File: src/rtl/piano_pkg.sv
// Shared piano constants and types used by the key detector and the display/sound consumers.
package piano_pkg;
    localparam int NUM_KEYS = 17;
    localparam int SCREEN_W = 1024;
    localparam int SCREEN_H = 768;
    localparam int HCOUNT_W = $clog2(SCREEN_W) + 1;
    localparam int VCOUNT_W = $clog2(SCREEN_H);

    typedef logic [4:0] key_idx_t;
    typedef enum logic [1:0] {ACCUM, EVAL, PUBLISH} frame_state_t;
endpackage

File: src/rtl/key_column_tracker.sv
// Incremental column-to-zone mapper: follows hcount and reports the zone index of the
// previous cycle's column, avoiding a divider on the pixel path.
module key_column_tracker
    import piano_pkg::*;
#(
    parameter int KEY_WIDTH = 60,
    parameter int X_START   = 2
) (
    input  logic                clk,
    input  logic                reset,
    input  logic [HCOUNT_W-1:0] hcount,
    output key_idx_t            zone_idx,
    output logic                in_x_band
);
    localparam int                   SUB_W     = $clog2(KEY_WIDTH);
    localparam logic [HCOUNT_W-1:0]  X_LO      = HCOUNT_W'(X_START);
    localparam logic [HCOUNT_W-1:0]  X_HI      = HCOUNT_W'(X_START + NUM_KEYS * KEY_WIDTH);
    localparam logic [SUB_W-1:0]     SUB_LAST  = SUB_W'(KEY_WIDTH - 1);
    localparam key_idx_t             LAST_ZONE = key_idx_t'(NUM_KEYS - 1);

    logic [SUB_W-1:0] sub_cnt;

    always_ff @(posedge clk or posedge reset) begin
        if (reset) begin
            sub_cnt   <= '0;
            zone_idx  <= '0;
            in_x_band <= 1'b0;
        end else begin
            in_x_band <= (hcount >= X_LO) && (hcount < X_HI);
            if (hcount == X_LO) begin
                sub_cnt  <= '0;
                zone_idx <= '0;
            end else if (sub_cnt == SUB_LAST) begin
                sub_cnt <= '0;
                // Past the last zone the index parks; the x-compare masks those columns.
                if (zone_idx != LAST_ZONE)
                    zone_idx <= zone_idx + 1'b1;
            end else begin
                sub_cnt <= sub_cnt + 1'b1;
            end
        end
    end
endmodule

File: src/rtl/key_press_detector.sv
// Counts bright marker pixels per key zone each frame, debounces the per-zone hit across
// frames, and publishes key_num with a note_ready strobe. Chords need KEY_DETECT_MULTI_KEY_EN.
module key_press_detector
    import piano_pkg::*;
#(
    parameter int         KEY_WIDTH     = 60,
    parameter int         X_START       = 2,
    parameter int         Y_TOP         = 600,
    parameter int         Y_BOTTOM      = 700,
    parameter logic [7:0] LUMA_THRESH   = 8'd200,
    parameter int         CNT_W         = 12,
    parameter int         HIT_THRESH    = 32,
    parameter int         FRAMES_STABLE = 2
) (
    input  logic                clk,
    input  logic                reset,
    input  logic [HCOUNT_W-1:0] hcount,
    input  logic [VCOUNT_W-1:0] vcount,
    input  logic                vsync,
    input  logic                blank,
    input  logic [7:0]          luma,
    output logic [NUM_KEYS-1:0] key_num,
    output logic                note_ready
);
    localparam logic [VCOUNT_W-1:0] Y_LO      = VCOUNT_W'(Y_TOP);
    localparam logic [VCOUNT_W-1:0] Y_HI      = VCOUNT_W'(Y_BOTTOM);
    localparam logic [CNT_W-1:0]    HIT_MIN   = CNT_W'(HIT_THRESH);
    localparam logic [CNT_W-1:0]    CNT_MAX   = {CNT_W{1'b1}};
    localparam logic [2:0]          DEB_LIMIT = 3'(FRAMES_STABLE);
    localparam key_idx_t            LAST_ZONE = key_idx_t'(NUM_KEYS - 1);

    frame_state_t state, state_nxt;
    key_idx_t     zone_idx, eval_idx;
    logic         in_x_band;
    logic [VCOUNT_W-1:0] vcount_d;
    logic         blank_d, vsync_prev;
    logic [7:0]   luma_d;
    logic [NUM_KEYS-1:0][CNT_W-1:0] cnt;
    logic [NUM_KEYS-1:0][2:0]       deb;
    logic [NUM_KEYS-1:0]            stable, key_nxt;
    logic         vsync_fall, pix_hit, zone_hit, ready_nxt;

    key_column_tracker #(.KEY_WIDTH(KEY_WIDTH), .X_START(X_START)) u_tracker (
        .clk       (clk),
        .reset     (reset),
        .hcount    (hcount),
        .zone_idx  (zone_idx),
        .in_x_band (in_x_band)
    );

    // Align pixel attributes with the tracker's registered zone index.
    always_ff @(posedge clk or posedge reset) begin
        if (reset) begin
            vcount_d   <= '0;
            blank_d    <= 1'b1;
            luma_d     <= '0;
            vsync_prev <= 1'b0;
        end else begin
            vcount_d   <= vcount;
            blank_d    <= blank;
            luma_d     <= luma;
            vsync_prev <= vsync;
        end
    end

    assign vsync_fall = vsync_prev & ~vsync;
    assign pix_hit    = in_x_band && !blank_d && (vcount_d >= Y_LO) && (vcount_d <= Y_HI)
                        && (luma_d >= LUMA_THRESH);
    assign zone_hit   = cnt[eval_idx] >= HIT_MIN;

    always_ff @(posedge clk or posedge reset) begin
        if (reset) state <= ACCUM;
        else       state <= state_nxt;
    end

    always_comb begin
        state_nxt = state;
        unique case (state)
            ACCUM:   if (vsync_fall) state_nxt = EVAL;
            EVAL:    if (eval_idx == LAST_ZONE) state_nxt = PUBLISH;
            PUBLISH: state_nxt = ACCUM;
            default: state_nxt = ACCUM;
        endcase
    end

    always_ff @(posedge clk or posedge reset) begin
        if (reset) begin
            eval_idx <= '0;
            cnt      <= '0;
            deb      <= '0;
            stable   <= '0;
        end else begin
            case (state)
                ACCUM: begin
                    eval_idx <= '0;
                    if (pix_hit && cnt[zone_idx] != CNT_MAX)
                        cnt[zone_idx] <= cnt[zone_idx] + 1'b1;
                end
                EVAL: begin
                    eval_idx      <= eval_idx + 1'b1;
                    cnt[eval_idx] <= '0;
                    if (zone_hit == stable[eval_idx]) begin
                        deb[eval_idx] <= '0;
                    end else if (deb[eval_idx] + 3'd1 == DEB_LIMIT) begin
                        stable[eval_idx] <= ~stable[eval_idx];
                        deb[eval_idx]    <= '0;
                    end else begin
                        deb[eval_idx] <= deb[eval_idx] + 3'd1;
                    end
                end
                default: ;
            endcase
        end
    end

    always_comb begin
        ready_nxt = (state == PUBLISH);
`ifdef KEY_DETECT_MULTI_KEY_EN
        key_nxt = stable;
`else
        // Isolate the lowest set bit for single-voice playback.
        key_nxt = stable & (~stable + 1'b1);
`endif
    end

    always_ff @(posedge clk or posedge reset) begin
        if (reset) begin
            key_num    <= '0;
            note_ready <= 1'b0;
        end else begin
            note_ready <= ready_nxt;
            if (ready_nxt) key_num <= key_nxt;
        end
    end
endmodule
File: config.mk
export PLATFORM = sky130hd
export DESIGN_NAME = key_press_detector
export DESIGN_NICKNAME = d
export VERILOG_FILES = /design/src/rtl/piano_pkg.sv /design/src/rtl/key_column_tracker.sv /design/src/rtl/key_press_detector.sv
export SDC_FILE = /design/constraint.sdc
export NUM_CORES = 1
export LEC_CHECK = 0
export ABC_CLOCK_PERIOD_IN_PS = 12850
export CORE_MARGIN = 2
export CORE_UTILIZATION = 60
export DETAILED_ROUTE_END_ITERATION = 12
export PLACE_DENSITY = 0.86
export SYNTH_ARGS = -nofsm -noshare
export SYNTH_HDL_FRONTEND = slang
export SYNTH_SLANG_ARGS = --single-unit
export TNS_END_PERCENT = 100
File: constraint.sdc
create_clock -name clk -period 12.85 [get_ports clk]
set_input_delay 1.285 -clock clk [delete_from_list [all_inputs] [get_ports clk]]
set_output_delay 1.285 -clock clk [all_outputs]
set_load 0.02 [all_outputs]
# Yosys cells after proc, flatten, opt, wreduce, memory -nomap -nowiden
# Cells that the tools add are included.
dict set report totals {
  input_bits 33
  out_inout_bits 18
  regBits 329
  word_cells 133
}
dict set report classes {
  n_lt_le_gt_ge 10
  eq_ne 12
  bitwise 10
  n_mux 32
  n_reduce_logical 17
  n_addsub 6
}
# operator count
set ops {}
lappend ops {{204-bit one-hot mux with 2 select lines} 1}
lappend ops {{204-bit bitwise AND} 1}
lappend ops {{204-bit bitwise mux} 1}
lappend ops {{204-bit 2-to-1 mux} 1}
lappend ops {{204-bit inverter} 1}
lappend ops {{12-bit binary-select mux with 5-bit select} 2}
lappend ops {{12-bit demux with 5-bit select} 2}
lappend ops {{51-bit 2-to-1 mux} 2}
lappend ops {{51-bit bitwise AND} 1}
lappend ops {{51-bit bitwise mux} 1}
lappend ops {{51-bit inverter} 1}
lappend ops {{12-bit 2-to-1 mux} 4}
lappend ops {{17-bit by 1-bit adder with 17-bit output (second input constant)} 1}
lappend ops {{17-bit bitwise AND} 1}
lappend ops {{17-bit bitwise mux} 1}
lappend ops {{17-bit inverter} 1}
lappend ops {{3-bit binary-select mux with 5-bit select} 1}
lappend ops {{3-bit demux with 5-bit select} 1}
lappend ops {{5-bit 2-to-1 mux} 3}
lappend ops {{12-bit by 1-bit adder with 12-bit output (second input constant)} 1}
lappend ops {{12-bit by 6-bit greater-or-equal comparator with 1-bit output (second input constant)} 1}
lappend ops {{5-bit by 6-bit < comparator with 1-bit output (second input constant)} 2}
lappend ops {{6-bit 2-to-1 mux} 2}
lappend ops {{12-bit inequality test (second input constant)} 1}
lappend ops {{other kinds (33)} 53}

# Longest topological paths before layout
# Gate-level depths: netlist of run 1.
dict set report logic_depth {
  word_depth 8
  mapped_depth 17
  ltp_nobuf 11
}

# Cells and area by module
# Synthesis of run 1 repeated with hierarchy kept, for this count alone.
dict set report unflattened {
  cells_unflattened 1500
  area_unflattened_um2 16493.3
}
# module instances cells_per_inst area_per_inst_um2 seq_area_each_um2
set by_module_without_submodules {}
lappend by_module_without_submodules {key_press_detector 1 1435 15835.2 7858.8}
lappend by_module_without_submodules {key_column_tracker 1 65 658.1 300.3}

# Worst setup path before layout of run 1
# Ideal clock, no wire load.
dict set report synth_timing {
  kind {register to register}
  from {reg eval_idx[0]}
  to {reg stable[5]}
  slack_ps 8772
  n_path_buf 6
  setup_ps 83
  path_stages_with_launch 17
  required_time_ps 12767
  arrival_ps 3995
  path_cell_list {dfrtp_1 > clkbuf_1 > buf_2 > buf_1 > mux4_2 > mux2i_1 > nor2_1 > a21oi_1 > o21ai_1 > clkbuf_1 > ha_1 > xnor2_1 > and2_1 > clkbuf_1 > clkbuf_1 > a31oi_1 > o21ai_0}
}
dict set report synth_via {
  elab_chain_len 6
  elab_cells_between_ends 19
}
# item line
set synth_lines {}
lappend synth_lines {{from (decl)} key_press_detector.sv:33} ;# key_idx_t zone_idx, eval_idx;
lappend synth_lines {{from (signal assigned)} key_press_detector.sv:100} ;# eval_idx <= eval_idx + 1'b1;
lappend synth_lines {{12-bit binary-select mux with 5-bit select} key_press_detector.sv:69} ;# assign zone_hit = cnt[eval_idx] >= HIT_MIN;
lappend synth_lines {{12-bit 2-to-1 mux (not written as such)} key_press_detector.sv:69}
lappend synth_lines {{12-bit by 6-bit greater-or-equal comparator with 1-bit output} key_press_detector.sv:69}
lappend synth_lines {{1-bit == test} key_press_detector.sv:102} ;# if (zone_hit == stable[eval_idx]) begin
lappend synth_lines {{1-bit inverter (no source line)} --}
lappend synth_lines {{3-bit AND reduction (no source line)} --}
lappend synth_lines {{to (signal, indexed assignment)} key_press_detector.sv:105} ;# stable[eval_idx] <= ~stable[eval_idx];
lappend synth_lines {{to (decl)} key_press_detector.sv:40} ;# logic [NUM_KEYS-1:0] stable, key_nxt;
# Parallel ways exist; a longest one is shown, timed or not. The select of a mux whose other input is x is not followed.
# A chain may end at the register's enable or synchronous reset.

# Worst setup path in the final report of run 1
dict set report layout_timing {
  from {reg u_tracker.zone_idx[1]}
  to {reg cnt[118] (netlist name)}
}
dict set report layout_via {
  elab_chain_len 7
  elab_cells_between_ends 15
}
# item line
set layout_lines {}
lappend layout_lines {{from (decl)} key_column_tracker.sv:12} ;# output key_idx_t zone_idx,
lappend layout_lines {{from (signal assigned)} key_column_tracker.sv:37} ;# zone_idx <= zone_idx + 1'b1;
lappend layout_lines {{branches (longest 7 deep; another with 12-bit by 1-bit adder with 12-bit output)} --}
lappend layout_lines {{to (signal, indexed assignment)} key_press_detector.sv:97} ;# cnt[zone_idx] <= cnt[zone_idx] + 1'b1;
lappend layout_lines {{to (decl)} key_press_detector.sv:38} ;# logic [NUM_KEYS-1:0][CNT_W-1:0] cnt;
# Parallel ways; which one is timed is not known. The select of a mux whose other input is x is not followed.

==> results of run 1 <==
worst paths after layout:
path / endpoint / cells after the start
worst max-delay path: cnt[118] / 11
worst min-delay path: deb[19] / 2
worst max register to register: cnt[118] / 11
worst min register to register: deb[19] / 2
max in group asynchronous: cnt[67] / 4
min in group asynchronous: cnt[39] / 2
cell families after synthesis:
logic type	after synthesis	share of synthesized area, %
buf+inv	145	3.94
fa+ha+maj	12	0.913
simple gates	503	14.3
compound gates	181	7.99
xor+xnor	18	1.00
mux	317	22.2
flops	326	49.6
cell type report:
| cell class | count | area [um^2] |
|---|---|---|
| inverter | 36 | 143 |
| multi-input combinational | 1031 | 7830 |
| clock inverter | 13 | 201 |
| fill | 1809 | 8480 |
| sequential | 326 | 8160 |
| timing repair buffer | 73 | 666 |
| tap | 341 | 427 |
| clock buffer | 49 | 1040 |
critical path: cells and delay by family, from the launching register on:
family                     cells  cell delay, ps
DFF                            1             680
adders and majority gates      1             560
and+or+nand+nor                5            1880
muxes                          2             660
buffers and inverters          3            1470
cell usage in the layout (no fill, tap or decap), types with 7 or more instances in the layout:
cell / count
clkbuf_8: 11
mux4_2: 37
dfrtp_1: 323
a221o_1: 7
a22o_1: 10
a21oi_1: 13
o22ai_1: 16
a31oi_1: 18
nand2_1: 308
clkdlybuf4s50_1: 47
ha_1: 12
nor4_4: 11
nor4_1: 25
mux2_2: 19
inv_1: 32
o41ai_1: 34
nor3_1: 23
o31ai_1: 14
nor4_2: 7
mux2i_1: 261
o21ai_0: 24
a22oi_1: 11
nor2_1: 36
nand3_1: 31
buf_4: 26
nor2b_1: 11
xnor2_1: 8
clkbuf_16: 35
cells in the mapped netlist, drive strengths merged (18+ instances only):
| library cell | count | share of area [%] |
|---|---|---|
| dfrtp | 325 | 49 |
| nand2 | 308 | 7.0 |
| mux2i | 261 | 16 |
| clkbuf | 69 | 1.6 |
| nor4 | 43 | 2.1 |
| buf | 40 | 1.5 |
| mux4 | 37 | 5.1 |
| nor2 | 36 | 0.82 |
| o41ai | 34 | 1.8 |
| inv | 33 | 0.75 |
| nand3 | 31 | 0.94 |
| o21ai | 27 | 0.82 |
| nor3 | 23 | 0.70 |
| mux2 | 19 | 1.3 |
| a31oi | 18 | 0.68 |
metal layers:
metal	up-vias	track usage (%)	routed length (um)
met3	203	6.23	3910
met5	-	0.696	0
li1	5444	-	-
met2	719	51.7	21400
met4	0	18.9	2750
met1	6424	40.8	17000
stage by stage:
stage | std cells | setup slack (ps) | cell area (um^2) | hold WS (ps) | power (mW)
6_report | 1869 | 7400 | 18500 | 472 | 3.33
5_1_grt | 1869 | 7270 | 18500 | 497 | 3.46
4_1_cts | 1869 | 7530 | 18500 | 476 | 3.30
3_5_place_dp | 1807 | 7620 | 17200 | 452 | 2.22
3_3_place_gp | 1807 | 7780 | 17200 | 450 | 2.18
2_1_floorplan | 1502 | 2540 | 16500 | 433 | 1.95
power by group:
part / total (mW) / switching, mW / internal [mW]
registers: 1.27 / 0.147 / 1.13
clock network: 1.09 / 0.420 / 0.665
logic: 0.974 / 0.662 / 0.311
total: 3.33 / 1.23 / 2.10
sequential cells by signal (all words and copies together), names as in the netlist, 2 cells and up:
| register | cells |
|---|---|
| eval_idx | 5 |
| luma_d | 5 |
| vcount_d | 10 |
| key_num | 17 |
| u_tracker.sub_cnt | 6 |
| deb | 51 |
| stable | 17 |
| u_tracker.zone_idx | 5 |
| state | 2 |
| cnt | 204 |
==> summary.txt, run 1 <==
Synth
  – EDFF count, synth: 0
  – Cell Area, Synth: 0.0165 mm^2
  – Yosys warns: 0
  – Yosys reg bits: 326
  – Synthesized area per cell: 11.0 um^2
  – Yosys cell types: 64
  – Post-synthesis sequential area ratio: between 40% and 50%
  – Top FF cell, synth: dfrtp_1
  – Post-Syn Nets: about 1500
  – Post-Synthesis Cells: roughly 1500
  – Ys async rst share: between 90% and 100%

Critical path
  – Kind of critical path: reg2reg
  – Critical Path, Cell by Cell: buf_4, mux4_2, nand3_1, nand3_1, ha_1, nand2b_1, nor4_4, buf_4, nor4_2, buf_4, mux2i_1
  – Crit-path most repeated cell: buf_4
  – Crit path max fanout: 60
  – Critical Path End Type: flop
  – R2R Setup Slk: 7400 ps
  – Worst Setup SP: u_tracker.zone_idx[1]
  – Reg2reg start: u_tracker.zone_idx[1]
  – Highest-delay cell along the critical path: nor4_2
  – CP arrival: roughly 6000 ps
  – Critical Path RT: 13260 ps
  – Slowest stage delay, CP: 890 ps
  – Startpoint types: flop

Global routing
  – GR Util All Layers: 32.1%
  – Antenna violations before repair: 0
  – Grt total ovfl: 0
  – First-pass GRT wire length: ~72 mm
  – Largest net degree at the start of global routing: 118
  – Vias in the first global route: approximately 13000

Timing
  – Least-Margin Pin Slew: 1280 ps
  – Relative slew slack: between 10% and 20%
  – Max Slew Vio Count: 0
  – Final Skew: 31.7 ps
  – Min Tclk post-route: between 5000 and 6000 ps
  – RSZ-0062 raised after global routing: false
  – FMAX: about 0.18 GHz
  – Fin crit share: between 40 and 50%
  – Final setup violation count: 0
  – Final hold vios: 0
  – Setup TNS: 0 ps

CTS
  – Num CTS Buffers: 35
  – CTS clk-pin slew, worst paths: 70 ps
  – Hold-fix buffers at CTS: 0
  – CTS resizes: 0
  – Clock Path Buffers: 3
  – Htree depth: 2
  – CTS Sinks: 326
  – Setup bufs post-CTS: 0
  – CTS tree: yes
  – Clk Latency, worst-skew pair: 530 ps
  – Clk root buf: clkbuf_16

Flow run
  – Max-cap violations: 0

Place
  – Detailed placer's ending HPWL: 28.8 mm
  – Port bufs: 47
  – Placer Congestion: 0.907

Floorplanning
  – Effective utilization at floorplan: 61.0%
  – I/O pin cnt: roughly 50
  – Core area: 0.0270 mm^2
  – Die height: 170 um
  – Die Span X: approximately 170 um
  – Num rows: 60
  – Full die area: 0.0288 mm^2

Cells and area
  – Core Util, Final: 68.5%
  – Fin nets: between 1500 and 2000
  – Antenna Cells: 0
  – Share of layout cells above drive strength 1: 11.3%
  – Area growth syn-to-layout: 12.3%

Route
  – ANT nets after route: 0
  – DRT Wirelength: 45.0 mm
  – Wire per inst: 24.1 um
  – Vias post-DR: 12800
  – # DRC: 0
  – 1st-iter DRT viols: 1416
  – Drt first pass iters: 7
  – Avg Vias per Cell: 6.84

Pwr
  – Worst vdd ir: 0.000136 V
  – PD cells: 180 mW/mm^2
  – Leakage power: 7.80 nW

Worst hold path
  – Hold path startpoint: deb[19]
  – HP Class: reg2reg

Outcome
  – Status: finished, final reports clean
(Power assumes the default switching activity.)
==> run 2, diff against run 1 <==
- ABC_CLOCK_PERIOD_IN_PS: 12850 -> 5700
- clock period: 12.85 -> 5.7 ns (I/O delays scaled with it)
==> run 2 against run 1 <==
Register-to-register slack worse by 6600 ps. Critical path depth down 3. Clock power up 120%. Design area up 0.69%. Via count down 0.51%. Utilization up 0.47 points. Sequential share of layout area down 0.30 points. Setup slack worse by 6600 ps. Clock skew about the same. Global-route usage down 0.48 points. Critical path type unchanged. Critical endpoint is now cnt[21]. Largest power group unchanged. Highest routed layer unchanged.
==> summary.txt, run 2 (synthesized netlist as in run 1, its figures left out) <==
Cells and area
  – Max reg flops: 204 (unchanged)
  – Core Util, Final: 69.0% (was 68.5%)
  – Biggest regs: cnt: 204 flops, deb: 51 flops (unchanged)
  – Share of layout cells above drive strength 1: 12.2% (was 11.3%)
  – Fin nets: 1570 (was 1548)
  – Final Cell Area: 0.0186 mm^2 (was 0.0185 mm^2)
  – Antenna Cells: 0 (unchanged)
  – Commonest non-fill, non-tap cell in the layout: dfrtp_1 (unchanged)
  – Layout Cells excl Fill: 1894 (was 1869)
  – FILL cells: 1811 (was 1809)
  – Most frequent cells in the layout: dfrtp_1 (323), nand2_1 (308), mux2i_1 (261) (unchanged)
  – Reg with most FFs: cnt (unchanged)
  – Area growth syn-to-layout: 13.0% (was 12.3%)

Critical path
  – R2R Path End: cnt[21] (was cnt[118])
  – Worst Setup SP: u_tracker.zone_idx[3] (was u_tracker.zone_idx[1])
  – Critical Path RT: 6040 ps (was 13260 ps)
  – R2R Setup Slk: 770 ps (was 7400 ps)
  – CP arrival: 5270 ps (was 5870 ps)
  – Crit path max fanout: 21 (was 60)
  – Kind of critical path: reg2reg (unchanged)
  – Reg2reg start: u_tracker.zone_idx[3] (was u_tracker.zone_idx[1])
  – Startpoint types: flop (unchanged)
  – R2r worst-path depth: 8 (was 11)
  – Critical Path End Type: flop (unchanged)

Place
  – Placer Congestion: 0.945 (was 0.907)
  – Placed insts: 1828 (was 1807)
  – Detailed placer's ending HPWL: 28.8 mm (about the same)
  – Post-placement cell area: 0.0174 mm^2 (was 0.0172 mm^2)
  – Port bufs: 47 (unchanged)

Floorplanning
  – I/O pin cnt: 51 (unchanged)
  – Die height: 170 um (unchanged)
  – Full die area: 0.0288 mm^2 (unchanged)
  – Effective utilization at floorplan: 61.0% (unchanged)
  – Core area: 0.0270 mm^2 (unchanged)
  – Num rows: 60 (unchanged)
  – Die Span X: 170 um (unchanged)

Timing
  – Hold slack final: 465 ps (was 472 ps)
  – Max Slew Vio Count: 0 (unchanged)
  – Setup TNS: 0 ps (unchanged)
  – FMAX: 0.203 GHz (was 0.183 GHz)
  – Min Tclk post-route: 4930 ps (was 5450 ps)
  – RSZ-0062 raised after global routing: false (unchanged)
  – Fin crit share: 86.5% (was 42.4%)
  – Final hold vios: 0 (unchanged)
  – Relative slew slack: 26.5% (was 14.3%)
  – Final Skew: 32.1 ps (was 31.7 ps)
  – Final setup violation count: 0 (unchanged)
  – Least-Margin Pin Slew: 1100 ps (was 1280 ps)

Pwr
  – Reg power frac: 39.5% (was 38.2%)
  – Combinational share of power: 28.7% (was 29.2%)
  – Sw Share: 37.3% (was 36.9%)
  – Leakage power: 7.89 nW (was 7.80 nW)
  – Worst vdd ir: 0.000320 V (was 0.000136 V)
  – PD cells: 400 mW/mm^2 (was 180 mW/mm^2)
  – P_int: 4.67 mW (was 2.10 mW)
  – Clock Power Share: 31.8% (was 32.6%)
  – Net Sw Power: 2.78 mW (was 1.23 mW)

Global routing
  – Largest net degree at the start of global routing: 138 (was 118)
  – Antenna violations before repair: 0 (unchanged)
  – Vias in the first global route: 13100 (was 13300)
  – First-pass GRT wire length: 71.0 mm (was 72.3 mm)
  – Grt total ovfl: 0 (unchanged)
  – GR Util All Layers: 31.7% (was 32.1%)

Route
  – Max layer used: met4 (unchanged)
  – 1st-iter DRT viols: 1569 (was 1416)
  – # DRC: 0 (unchanged)
  – Metal2 WL: 21.4 mm (about the same)
  – Metal-1 WL: 17.4 mm (was 17.0 mm)
  – DRT Wirelength: 44.2 mm (was 45.0 mm)
  – Drt first pass iters: 7 (unchanged)
  – Vias post-DR: 12700 (was 12800)
  – DR WL met3: 3.39 mm (was 3.91 mm)
  – Avg Vias per Cell: 6.72 (was 6.84)
  – Wire per inst: 23.4 um (was 24.1 um)
  – ANT nets after route: 0 (unchanged)

CTS
  – Clk Latency, worst-skew pair: 530 ps (about the same)
  – CTS Sinks: 326 (unchanged)
  – Num CTS Buffers: 36 (was 35)
  – CTS resizes: 0 (unchanged)
  – Clock Path Buffers: 3 (unchanged)
  – Hold-fix buffers at CTS: 0 (unchanged)
  – Clk root buf: clkbuf_16 (unchanged)
  – Setup bufs post-CTS: 0 (unchanged)
  – CTS clk-pin slew, worst paths: 60 ps (was 70 ps)
  – Htree depth: 2 (unchanged)
  – CTS tree: yes (unchanged)

Outcome
  – Status: finished, final reports clean (unchanged)

Flow run
  – Max-cap violations: 0 (unchanged)

Worst hold path
  – Hold EP: u_tracker.sub_cnt[0] (was deb[19])
  – HP Class: reg2reg (unchanged)
  – Hold path startpoint: u_tracker.sub_cnt[0] (was deb[19])
  – Hold path depth: 1 (was 2)
run 2: area by class of cell:
type	instances	area [um^2]	area share, %
Clock inverter	16	175	0.942
Tap cell	341	427	2.29
Multi-Input combinational cell	1031	7810	42.0
Timing Repair Buffer	94	848	4.56
Clock buffer	50	1040	5.57
Inverter	36	139	0.747
Sequential cell	326	8160	43.9
run 2: how the worst max path moves through the flow:
stage / endpoint / depth (start not counted)
3_3_place_gp: cnt[33] / 8
6_report: cnt[21] / 8
2_1_floorplan: cnt[0] / 1
3_5_place_dp: cnt[117] / 8
4_1_cts: cnt[21] / 8
5_1_grt: cnt[117] / 8
run 2: layer usage:
| layer | GRT usage (%) | up-vias |
|---|---|---|
| met5 | 0 | - |
| met2 | 51.7 | 653 |
| li1 | - | 5495 |
| met4 | 16.5 | 0 |
| met3 | 5.08 | 155 |
| met1 | 41.2 | 6422 |
run 2: power by group through the flow:
stage	Sequential (mW)	Combinational, mW	Clock (mW)
4_1_cts	2.93	2.09	2.38
2_1_floorplan	2.70	1.71	0
6_report	2.94	2.14	2.37
5_1_grt	2.98	2.28	2.48
3_5_place_dp	2.96	2.06	0
3_3_place_gp	2.95	1.99	0
run 2: worst max-delay path: stages (launching register included):
cell     delay (ps)
dfrtp_1         980
inv_1           400
nor3_1          820
a221o_1         280
a41oi_1          80
or3_1           490
or4_1           570
xnor2_2         860
mux2i_1         230
run 2: per-stage QoR:
| stage | total power, mW | setup WS, ps |
|---|---|---|
| 6_report | 7.45 | 770 |
| 3_5_place_dp | 5.03 | 1130 |
| 2_1_floorplan | 4.41 | 780 |
| 5_1_grt | 7.74 | 765 |
| 3_3_place_gp | 4.94 | 1320 |
| 4_1_cts | 7.39 | 986 |
